`config.mk`:
```
export PLATFORM = sky130hd
export DESIGN_NAME = keypad_scanner
export DESIGN_NICKNAME = d
export VERILOG_FILES = /design/src/rtl/keypad_pkg.sv /design/src/rtl/keypad_tick_gen.sv /design/src/rtl/keypad_scanner.sv
export SDC_FILE = /design/constraint.sdc
export NUM_CORES = 1
export LEC_CHECK = 0
export CORE_MARGIN = 1
export CORE_UTILIZATION = 26
export DETAILED_ROUTE_END_ITERATION = 10
export PLACE_DENSITY = 0.49
export SLEW_MARGIN = 25
export SYNTH_ARGS = -nofsm -noshare
export SYNTH_HDL_FRONTEND = slang
export SYNTH_SLANG_ARGS = --single-unit
```
`constraint.sdc`:
```
create_clock -name clk -period 1.8 [get_ports clk]
set_input_delay 0.27 -clock clk [delete_from_list [all_inputs] [get_ports clk]]
set_output_delay 0.27 -clock clk [all_outputs]
set_load 0.02 [all_outputs]
```
`src/rtl/keypad_pkg.sv`:
```
// Shared types and constants for the 4x4 hex keypad scanner.
// Holds the scan FSM state type, the reset column drive and the key map lookup.
package keypad_pkg;

    typedef enum logic [1:0] {
        StScan,
        StDebounce,
        StPressed,
        StRelease
    } state_e;

    localparam logic [3:0] ColReset = 4'b1110;

    // Nibble at index {row, col} holds the hex code printed on that key.
    localparam logic [63:0] KeyMap = 64'hDEF0_C987_B654_A321;

    // Lowest low row wins when several rows read low in the driven column.
    function automatic logic [3:0] key_lookup(input logic [3:0] row_pat,
                                              input logic [3:0] col_drv);
        logic [1:0] r_idx;
        logic [1:0] c_idx;
        r_idx = 2'd0;
        c_idx = 2'd0;
        for (int i = 3; i >= 0; i--) begin
            if (!row_pat[i]) r_idx = 2'(i);
            if (!col_drv[i]) c_idx = 2'(i);
        end
        return KeyMap[{r_idx, c_idx, 2'b00} +: 4];
    endfunction

endpackage

```
`src/rtl/keypad_tick_gen.sv`:
```
// Free-running scan tick generator: one-cycle tick every SCAN_DIV clocks.
module keypad_tick_gen #(
    parameter int unsigned SCAN_DIV = 100000
) (
    input  logic clk,
    input  logic rst_n,
    output logic tick_o
);

    localparam int unsigned CntW = (SCAN_DIV > 1) ? $clog2(SCAN_DIV) : 1;
    localparam logic [CntW-1:0] CntLast = CntW'(SCAN_DIV - 1);

    logic [CntW-1:0] cnt_q, cnt_d;

    assign tick_o = (cnt_q == CntLast);

    always_comb begin
        cnt_d = tick_o ? '0 : cnt_q + CntW'(1);
    end

    always_ff @(posedge clk or negedge rst_n) begin
        if (!rst_n) begin
            cnt_q <= '0;
        end else begin
            cnt_q <= cnt_d;
        end
    end

endmodule

```
`src/rtl/keypad_scanner.sv`:
```
// 4x4 keypad scanner with debounced press/release and a one-cycle key_valid per press.
// Define KEYPAD_ACCUM_EN to shift each accepted digit into value (clr clears it).
module keypad_scanner
    import keypad_pkg::*;
#(
    parameter int unsigned SCAN_DIV     = 100000,
    parameter int unsigned DEBOUNCE_CNT = 4
) (
    input  logic        clk,
    input  logic        rst_n,
    input  logic [3:0]  row,
    output logic [3:0]  col,
    input  logic        clr,
    output logic [3:0]  key_code,
    output logic        key_valid,
    output logic        key_held,
    output logic [15:0] value
);

    localparam int unsigned CntW = $clog2(DEBOUNCE_CNT + 1);
    localparam logic [CntW-1:0] CntOne = CntW'(1);
    localparam logic [CntW-1:0] CntMax = CntW'(DEBOUNCE_CNT);

    logic            tick;
    logic [3:0]      row_meta_q, row_sync_q;
    state_e          state_q, state_d;
    logic [3:0]      col_q, col_d;
    logic [3:0]      pat_q, pat_d;
    logic [CntW-1:0] cnt_q, cnt_d;
    logic [3:0]      key_code_q, key_code_d;
    logic            key_valid_q, key_valid_d;
    logic            all_high;
    logic [3:0]      col_rot;
    logic [CntW-1:0] cnt_inc;

    keypad_tick_gen #(
        .SCAN_DIV (SCAN_DIV)
    ) u_tick_gen (
        .clk    (clk),
        .rst_n  (rst_n),
        .tick_o (tick)
    );

    // Rows are asynchronous to clk; reset to the idle (all released) level.
    always_ff @(posedge clk or negedge rst_n) begin
        if (!rst_n) begin
            row_meta_q <= 4'hF;
            row_sync_q <= 4'hF;
        end else begin
            row_meta_q <= row;
            row_sync_q <= row_meta_q;
        end
    end

    assign all_high = (row_sync_q == 4'hF);
    assign col_rot  = {col_q[2:0], col_q[3]};
    assign cnt_inc  = cnt_q + CntOne;

    always_comb begin
        state_d     = state_q;
        col_d       = col_q;
        pat_d       = pat_q;
        cnt_d       = cnt_q;
        key_code_d  = key_code_q;
        key_valid_d = 1'b0;
        if (tick) begin
            unique case (state_q)
                StScan: begin
                    if (all_high) begin
                        col_d = col_rot;
                    end else begin
                        pat_d = row_sync_q;
                        cnt_d = CntOne;
                        if (CntOne == CntMax) begin
                            state_d     = StPressed;
                            key_code_d  = key_lookup(row_sync_q, col_q);
                            key_valid_d = 1'b1;
                        end else begin
                            state_d = StDebounce;
                        end
                    end
                end
                StDebounce: begin
                    if (all_high) begin
                        state_d = StScan;
                        col_d   = col_rot;
                    end else if (row_sync_q == pat_q) begin
                        cnt_d = cnt_inc;
                        if (cnt_inc == CntMax) begin
                            state_d     = StPressed;
                            key_code_d  = key_lookup(row_sync_q, col_q);
                            key_valid_d = 1'b1;
                        end
                    end else begin
                        pat_d = row_sync_q;
                        cnt_d = CntOne;
                    end
                end
                StPressed: begin
                    if (all_high) begin
                        cnt_d = CntOne;
                        if (CntOne == CntMax) begin
                            state_d = StScan;
                            col_d   = col_rot;
                        end else begin
                            state_d = StRelease;
                        end
                    end
                end
                StRelease: begin
                    if (all_high) begin
                        cnt_d = cnt_inc;
                        if (cnt_inc == CntMax) begin
                            state_d = StScan;
                            col_d   = col_rot;
                        end
                    end else begin
                        state_d = StPressed;
                    end
                end
                default: state_d = StScan;
            endcase
        end
    end

    always_ff @(posedge clk or negedge rst_n) begin
        if (!rst_n) begin
            state_q     <= StScan;
            col_q       <= ColReset;
            pat_q       <= 4'hF;
            cnt_q       <= '0;
            key_code_q  <= 4'h0;
            key_valid_q <= 1'b0;
        end else begin
            state_q     <= state_d;
            col_q       <= col_d;
            pat_q       <= pat_d;
            cnt_q       <= cnt_d;
            key_code_q  <= key_code_d;
            key_valid_q <= key_valid_d;
        end
    end

    assign col       = col_q;
    assign key_code  = key_code_q;
    assign key_valid = key_valid_q;
    assign key_held  = (state_q == StPressed) || (state_q == StRelease);

`ifdef KEYPAD_ACCUM_EN
    logic [15:0] value_q, value_d;

    // clr beats a simultaneous accept.
    always_comb begin
        value_d = value_q;
        if (clr) begin
            value_d = 16'h0000;
        end else if (key_valid_d) begin
            value_d = {value_q[11:0], key_code_d};
        end
    end

    always_ff @(posedge clk or negedge rst_n) begin
        if (!rst_n) begin
            value_q <= 16'h0000;
        end else begin
            value_q <= value_d;
        end
    end

    assign value = value_q;
`else
    logic unused_clr;
    assign unused_clr = clr;
    assign value      = {12'h000, key_code_q};
`endif

endmodule

```
-- Yosys cells after proc, flatten, opt, wreduce, memory -nomap -nowiden
Cells that the tools add are included.
Widths: inputs -> output; s select.
- add/subtract/negate cells: 2
- eq/ne operators: 17
- shift operators: 1
- mux-type cells: 46
- bitwise logic cells: 1
- reduce and logical (&&, ||, !) cells: 10
- operator list (operator ; number):
    $shiftx 64x7->4 const A ; 1
    $mux 2 ; 25
    $mux 4 ; 6
    $reduce_and 5->1 ; 4
    $add 17x1->17 const B ; 1
    $eq 17x17->1 const B ; 1
    $mux 17 ; 1
    $pmux 4 s2 ; 2
    $mux 3 ; 5
    $ne 2x2->1 const B ; 6
    $pmux 3 s4 ; 1
    $ne 3x3->1 const B ; 3
    $pmux 2 s4 ; 1
    $reduce_and 6->1 ; 1
    $mux 1 ; 5
    $eq 2x2->1 const B ; 2
    $eq 4x4->1 ; 1
    $eq 4x4->1 const B ; 1
    $reduce_bool 2->1 ; 2
    $add 3x1->3 const B ; 1
    $eq 3x3->1 const B ; 1
    $eq 2x1->1 const B ; 1
    $logic_not 2->1 ; 1
    $ne 2x1->1 const B ; 1
    3 further kinds ; 3
- flip-flop bits (word level): 43
- input bits: 7
- output and inout bits: 26
- word-level logic and storage cells: 86

-- Longest topological paths before layout
- depth after elaboration: 10
- depth in mapped cells: 8
- mapped depth without buffers: 7

-- Hierarchy
A second synthesis with hierarchy kept.
- cell total of the unflattened synthesis: 206
- area, all modules: 2213.4 um^2
- modules (own cells, without submodules) (module ; times used ; cells an instance ; area each (um^2) ; sequential area each (um^2)):
    keypad_scanner ; 1 ; 132 ; 1420.1 ; 669.4
    keypad_tick_gen ; 1 ; 74 ; 793.3 ; 425.4

-- Worst setup path before layout
OpenSTA, ideal clock, no wires.
- kind: flip-flop to flip-flop
- start: register col_q[1] (netlist: col[1])
- end: register key_code_q[2] (netlist: key_code[2])
- setup time: 0.125 ns
- arrival time: 1.823 ns
- required time: 1.675 ns
- path slack: -0.148 ns
- cell stages (with the launch flop): 7
- buffers on the path: 0
- clock period less this slack: 1.948 ns
- cell sequence: dfstp_2 -> inv_1 -> o21ai_0 -> ha_1 -> o221ai_1 -> and3_1 -> mux2_4
- cells in the longest elaborated chain, start to end: 8
- RTL lines (item ; line ; source):
    start: declaration ; keypad_scanner.sv:27 ; logic [3:0] col_q, col_d;
    start signal: assignment ; keypad_scanner.sv:129 ; col_q <= ColReset;
    start signal: assignment ; keypad_scanner.sv:136 ; col_q <= col_d;
    $mux 2 (2 in series) ; keypad_pkg.sv:26 ; if (!col_drv[i]) c_idx = 2'(i);
    $mux 2 ; keypad_scanner.sv:89 ; if (cnt_inc == CntMax) begin
    $mux 2 ; keypad_scanner.sv:87 ; end else if (row_sync_q == pat_q) begin
    $mux 2 ; keypad_scanner.sv:84 ; if (all_high) begin
    $mux 2 ; keypad_scanner.sv:67 ; unique case (state_q)
    $mux 2 ; keypad_scanner.sv:66 ; if (tick) begin
    $shiftx 64x7->4 ; keypad_pkg.sv:28 ; return KeyMap[{r_idx, c_idx, 2'b00} +: 4];
    end signal: assignment ; keypad_scanner.sv:139 ; key_code_q <= key_code_d;
    end: declaration ; keypad_scanner.sv:30 ; logic [3:0] key_code_q, key_code_d;
Every way passes these cells. The select of a mux whose other input is x is not followed.
A chain may end at the register's enable or synchronous reset.

-- Worst setup path in the final report
- start: register u_tick_gen.cnt_q[0]
- end: register key_code_q[3] (netlist: key_code[3])
- cells in the longest elaborated chain, start to end: 2
- RTL lines (item ; line ; source):
    start: declaration ; keypad_tick_gen.sv:13 ; logic [CntW-1:0] cnt_q, cnt_d;
    start signal: assignment ; keypad_tick_gen.sv:25 ; cnt_q <= cnt_d;
    $eq 17x17->1 ; keypad_tick_gen.sv:15 ; assign tick_o = (cnt_q == CntLast);
    $reduce_and 5->1 (no source line) ; n/a ;
Every way passes these cells.

==> impl_results.md <==
- Critical path cell sequence: ha_2, and4_4, nand4_2, nor4b_4, buf_4, mux2_4
- # rows: 33
- XOR/XNOR Fraction of Synth Area: 0.0657
- Post-DP HPWL: around 3200 um
- DR WL/cell: roughly 12 um
- NumNets Final: 263
- ANT nets after route: 0
- Clk buf depth: 2
- Worst EP arrival: 1.96 ns
- RSZ-0062 raised after global routing: true
- Overall via count from detail_route: 1528
- Reg2reg setup slack: 0.02 ns
- Main combinational cell family by area after synthesis: simple AND/OR/NAND/NOR gates
- Hold Crit Start: row_meta_q[3]
- Power per cell area: 590 nW/um^2
- Clock Tree Root: clkbuf_8
- Synthesized area: 2270 sq um
- Vias in the first global route: 1542
- Die height: 95.4 um
- Largest net degree at the start of global routing: 26
- Compound-Gate Fraction of Synth Area: 0.0740
- P_leak: approximately 1.3 nW
- RR Startpoint: u_tick_gen.cnt_q[0]
- Min-Delay Endpoint: row_sync_q[3]
- DRC Markers: 0
- Yosys Warn Count: 0
- Via/cell ratio: between 4 and 5
- RD Place Congestion: 0.728
- Final min period: about 1.8 ns
- Placed inst area: 2750 sq um
- Clock-pin slew on the worst setup and hold paths: 0.08 ns
- Synth async-reset ratio: 1.00
- Cells after synthesis: 197
- Worst Hold Slack: roughly 0.36 ns
- Status: complete, no violations
- Post-synth top flop: dfrtp_1
- Worst-Skew Late Latency: 0.30 ns
- Number of antenna diodes: 0
- Final instance area: 2900 sq um
- Yosys cell types: 46
- Synth top area share: 0.309
- I/O Pins: 33
- PortBufs: 19
- Setup crit start kind: flop
- Synth area leaders: dfrtp_1 (31%), dfstp_2 (17%), buf_4 (5.6%), mux2_2 (4.0%), ha_1 (3.9%)
- Synth Area per Inst: 11.5 sq um
- TritonCTS clock tree: built
- Final period util: 0.989
- Total core area: approximately 8300 sq um
- Setup Crit Path Kind: flop to flop
- Slowest stage delay, CP: 0.36 ns
- Crit-path slowest cell: dfrtp_1
- Total Routing Usage GR: 0.109
- RR Endpoint: key_code[3]
- Layout area overhead: 27.8%
- Layout cell share with drive strength beyond 1: 0.348
- Fmax: 561 MHz
- Max Cap Violations: 0
- Clk sinks: 43
- Total power: 1.71 mW
- GR Overflow Total: 0
- Die Area: 9100 sq um
- Req. time, crit path: 1.98 ns
- Path type of the worst min-delay path: flop to flop
- Pins Over Slew Limit: 0
- Iter 0 DRT Violations: 50
- Register bit count reported by yosys: 43
- Post-synthesis adder-cell area fraction: 0.0386
- Post-synth EDFFs: 0
- Post-synthesis sequential area ratio: 0.483
- Initial antenna violation count: 0
- H-tree depth: 2
- Clock skew: around 0.0084 ns
- Pre-antenna DRT Iters: 4
- Die W: between 90 and 100 um
- Cts bufs inserted: 5
- Simple-gate portion of the synthesized area: 0.185
- Count of final hold-check violations: 0
- CP Max Fanout: 4
- First-pass GRT wire length: 7590 um
- Worst vdd ir: 272 uV
- Reg2Reg Depth: 6
- Crit. End Element: flop
- Fillcell total: approximately 840
- Starting Density: 0.272
- Worst hold stages: 0
- Drt total wl: around 4300 um
- Final setup viols: 0
- Biggest area consumer among synthesized cells: dfrtp_1
- Mux cell area share after synthesis: 0.0795
[report_power, final]
| part | leakage [nW] | internal (mW) | switching (mW) | total, mW |
|---|---|---|---|---|
| Combinational | 0.707 | 0.0382 | 0.0652 | 0.103 |
| Sequential | 0.533 | 0.983 | 0.00717 | 0.990 |
| Clock | 0.0445 | 0.271 | 0.346 | 0.617 |
| Total | 1.28 | 1.29 | 0.418 | 1.71 |
[Yosys cell counts, types with 2 or more instances]
master	number
nand3_1	8
xor2_1	9
o21a_1	3
nor4b_4	2
and4bb_2	2
nand2_1	11
dfrtp_1	28
inv_1	5
nor2_1	8
nor3_1	4
mux2_2	8
buf_2	3
and2_1	4
mux2_4	4
mux2i_1	3
o21ai_0	3
and3_1	3
ha_1	7
dfstp_2	15
o21bai_1	2
nand4_1	6
and4_1	3
nand2b_1	3
buf_4	17
a21oi_1	8
xnor2_1	8
[cell type report]
| cell class | instances | area (sq um) | share of cell area |
|---|---|---|---|
| clock buffer | 5 | 68.8 | 0.0237 |
| inverter | 5 | 18.8 | 0.00648 |
| clock inverter | 3 | 18.8 | 0.00648 |
| sequential | 43 | 1090 | 0.378 |
| timing repair buffer | 55 | 473 | 0.163 |
| tap | 105 | 131 | 0.0453 |
| multi-input combinational | 139 | 1090 | 0.377 |
[timing repair]
item | 4_1_cts | 5_1_grt
pin swaps | 0 | 1
hold buffers | 1 | 0
gates resized for setup | 3 | 5
setup buffers | 0 | 2
endpoints found under the setup margin | 5 | 10
hold endpoints to repair | 18 | 0
[layer usage]
metal,track usage,wire length (um)
met1,0.152,2190
met2,0.170,1950
met3,0.0191,144
met4,0.0373,68
met5,0,0
[registers in the layout, indices dropped and copies added, names as in the netlist, named ones only]
| signal | count |
|---|---|
| row_meta_q | 4 |
| cnt_q | 3 |
| state_q | 1 |
| col | 4 |
| u_tick_gen.cnt_q | 17 |
| row_sync_q | 4 |
| pat_q | 4 |
| key_code | 4 |
| key_valid | 1 |
[cells in the final DEF (no fill, tap or decap), types with 4 or more instances in the layout]
master | synthesis | routed
nand2_1 | 11 | 9
clkdlybuf4s50_1 | 0 | 17
mux2_4 | 4 | 4
mux2_2 | 8 | 8
nor3_1 | 4 | 4
xor2_1 | 9 | 5
buf_4 | 17 | 34
conb_1 | 1 | 12
a21oi_1 | 8 | 7
ha_1 | 7 | 6
xnor2_1 | 8 | 8
xor2_2 | 0 | 4
dfrtp_1 | 28 | 28
clkbuf_8 | 0 | 5
nand4_1 | 6 | 6
and2_1 | 4 | 4
inv_1 | 5 | 5
nand3_1 | 8 | 8
dfstp_2 | 15 | 15
nor2_1 | 8 | 8
[worst max-delay path by stage]
stage,startpoint,cells after the start,endpoint
finish,u_tick_gen.cnt_q[0],6,key_code[3]
global route,row_sync_q[3],5,key_code[0]
CTS,u_tick_gen.cnt_q[0],6,key_code[3]
detailed placement,u_tick_gen.cnt_q[0],6,key_code[3]
global placement,u_tick_gen.cnt_q[0],6,key_code[0]
floorplan,row_sync_q[3],4,key_code[0]
[cells by family (layout without fill, tap and decap cells)]
logic type      count (synthesis)  in the layout
flops                          43             43
xor+xnor                       17             17
compound gates                 25             25
fa+ha+maj                       7              7
buf+inv                        26             68
other cells                     1             12
mux                            15             15
simple gates                   63             63
[critical path, delay by kind of cell (launching register included)]
| kind | cells | cell delay, ns |
|---|---|---|
| simple gates | 3 | 0.65 |
| fa+ha+maj | 1 | 0.18 |
| buf+inv | 1 | 0.18 |
| flops | 1 | 0.36 |
| mux | 1 | 0.29 |
[metrics by stage]
stage | instances | util | setup TNS [ns] | worst slack [ns]
after floorplan | 208 | - | -0.236 | -0.0589
after global placement | 344 | 0.330 | -0.0955 | -0.0245
after detailed placement | 344 | 0.330 | -0.104 | -0.0267
after CTS | 353 | 0.343 | 0 | 0.00412
after global routing | 355 | 0.347 | -0.364 | -0.0946
final | 355 | 0.347 | 0 | 0.0190
(Power assumes the default switching activity.)
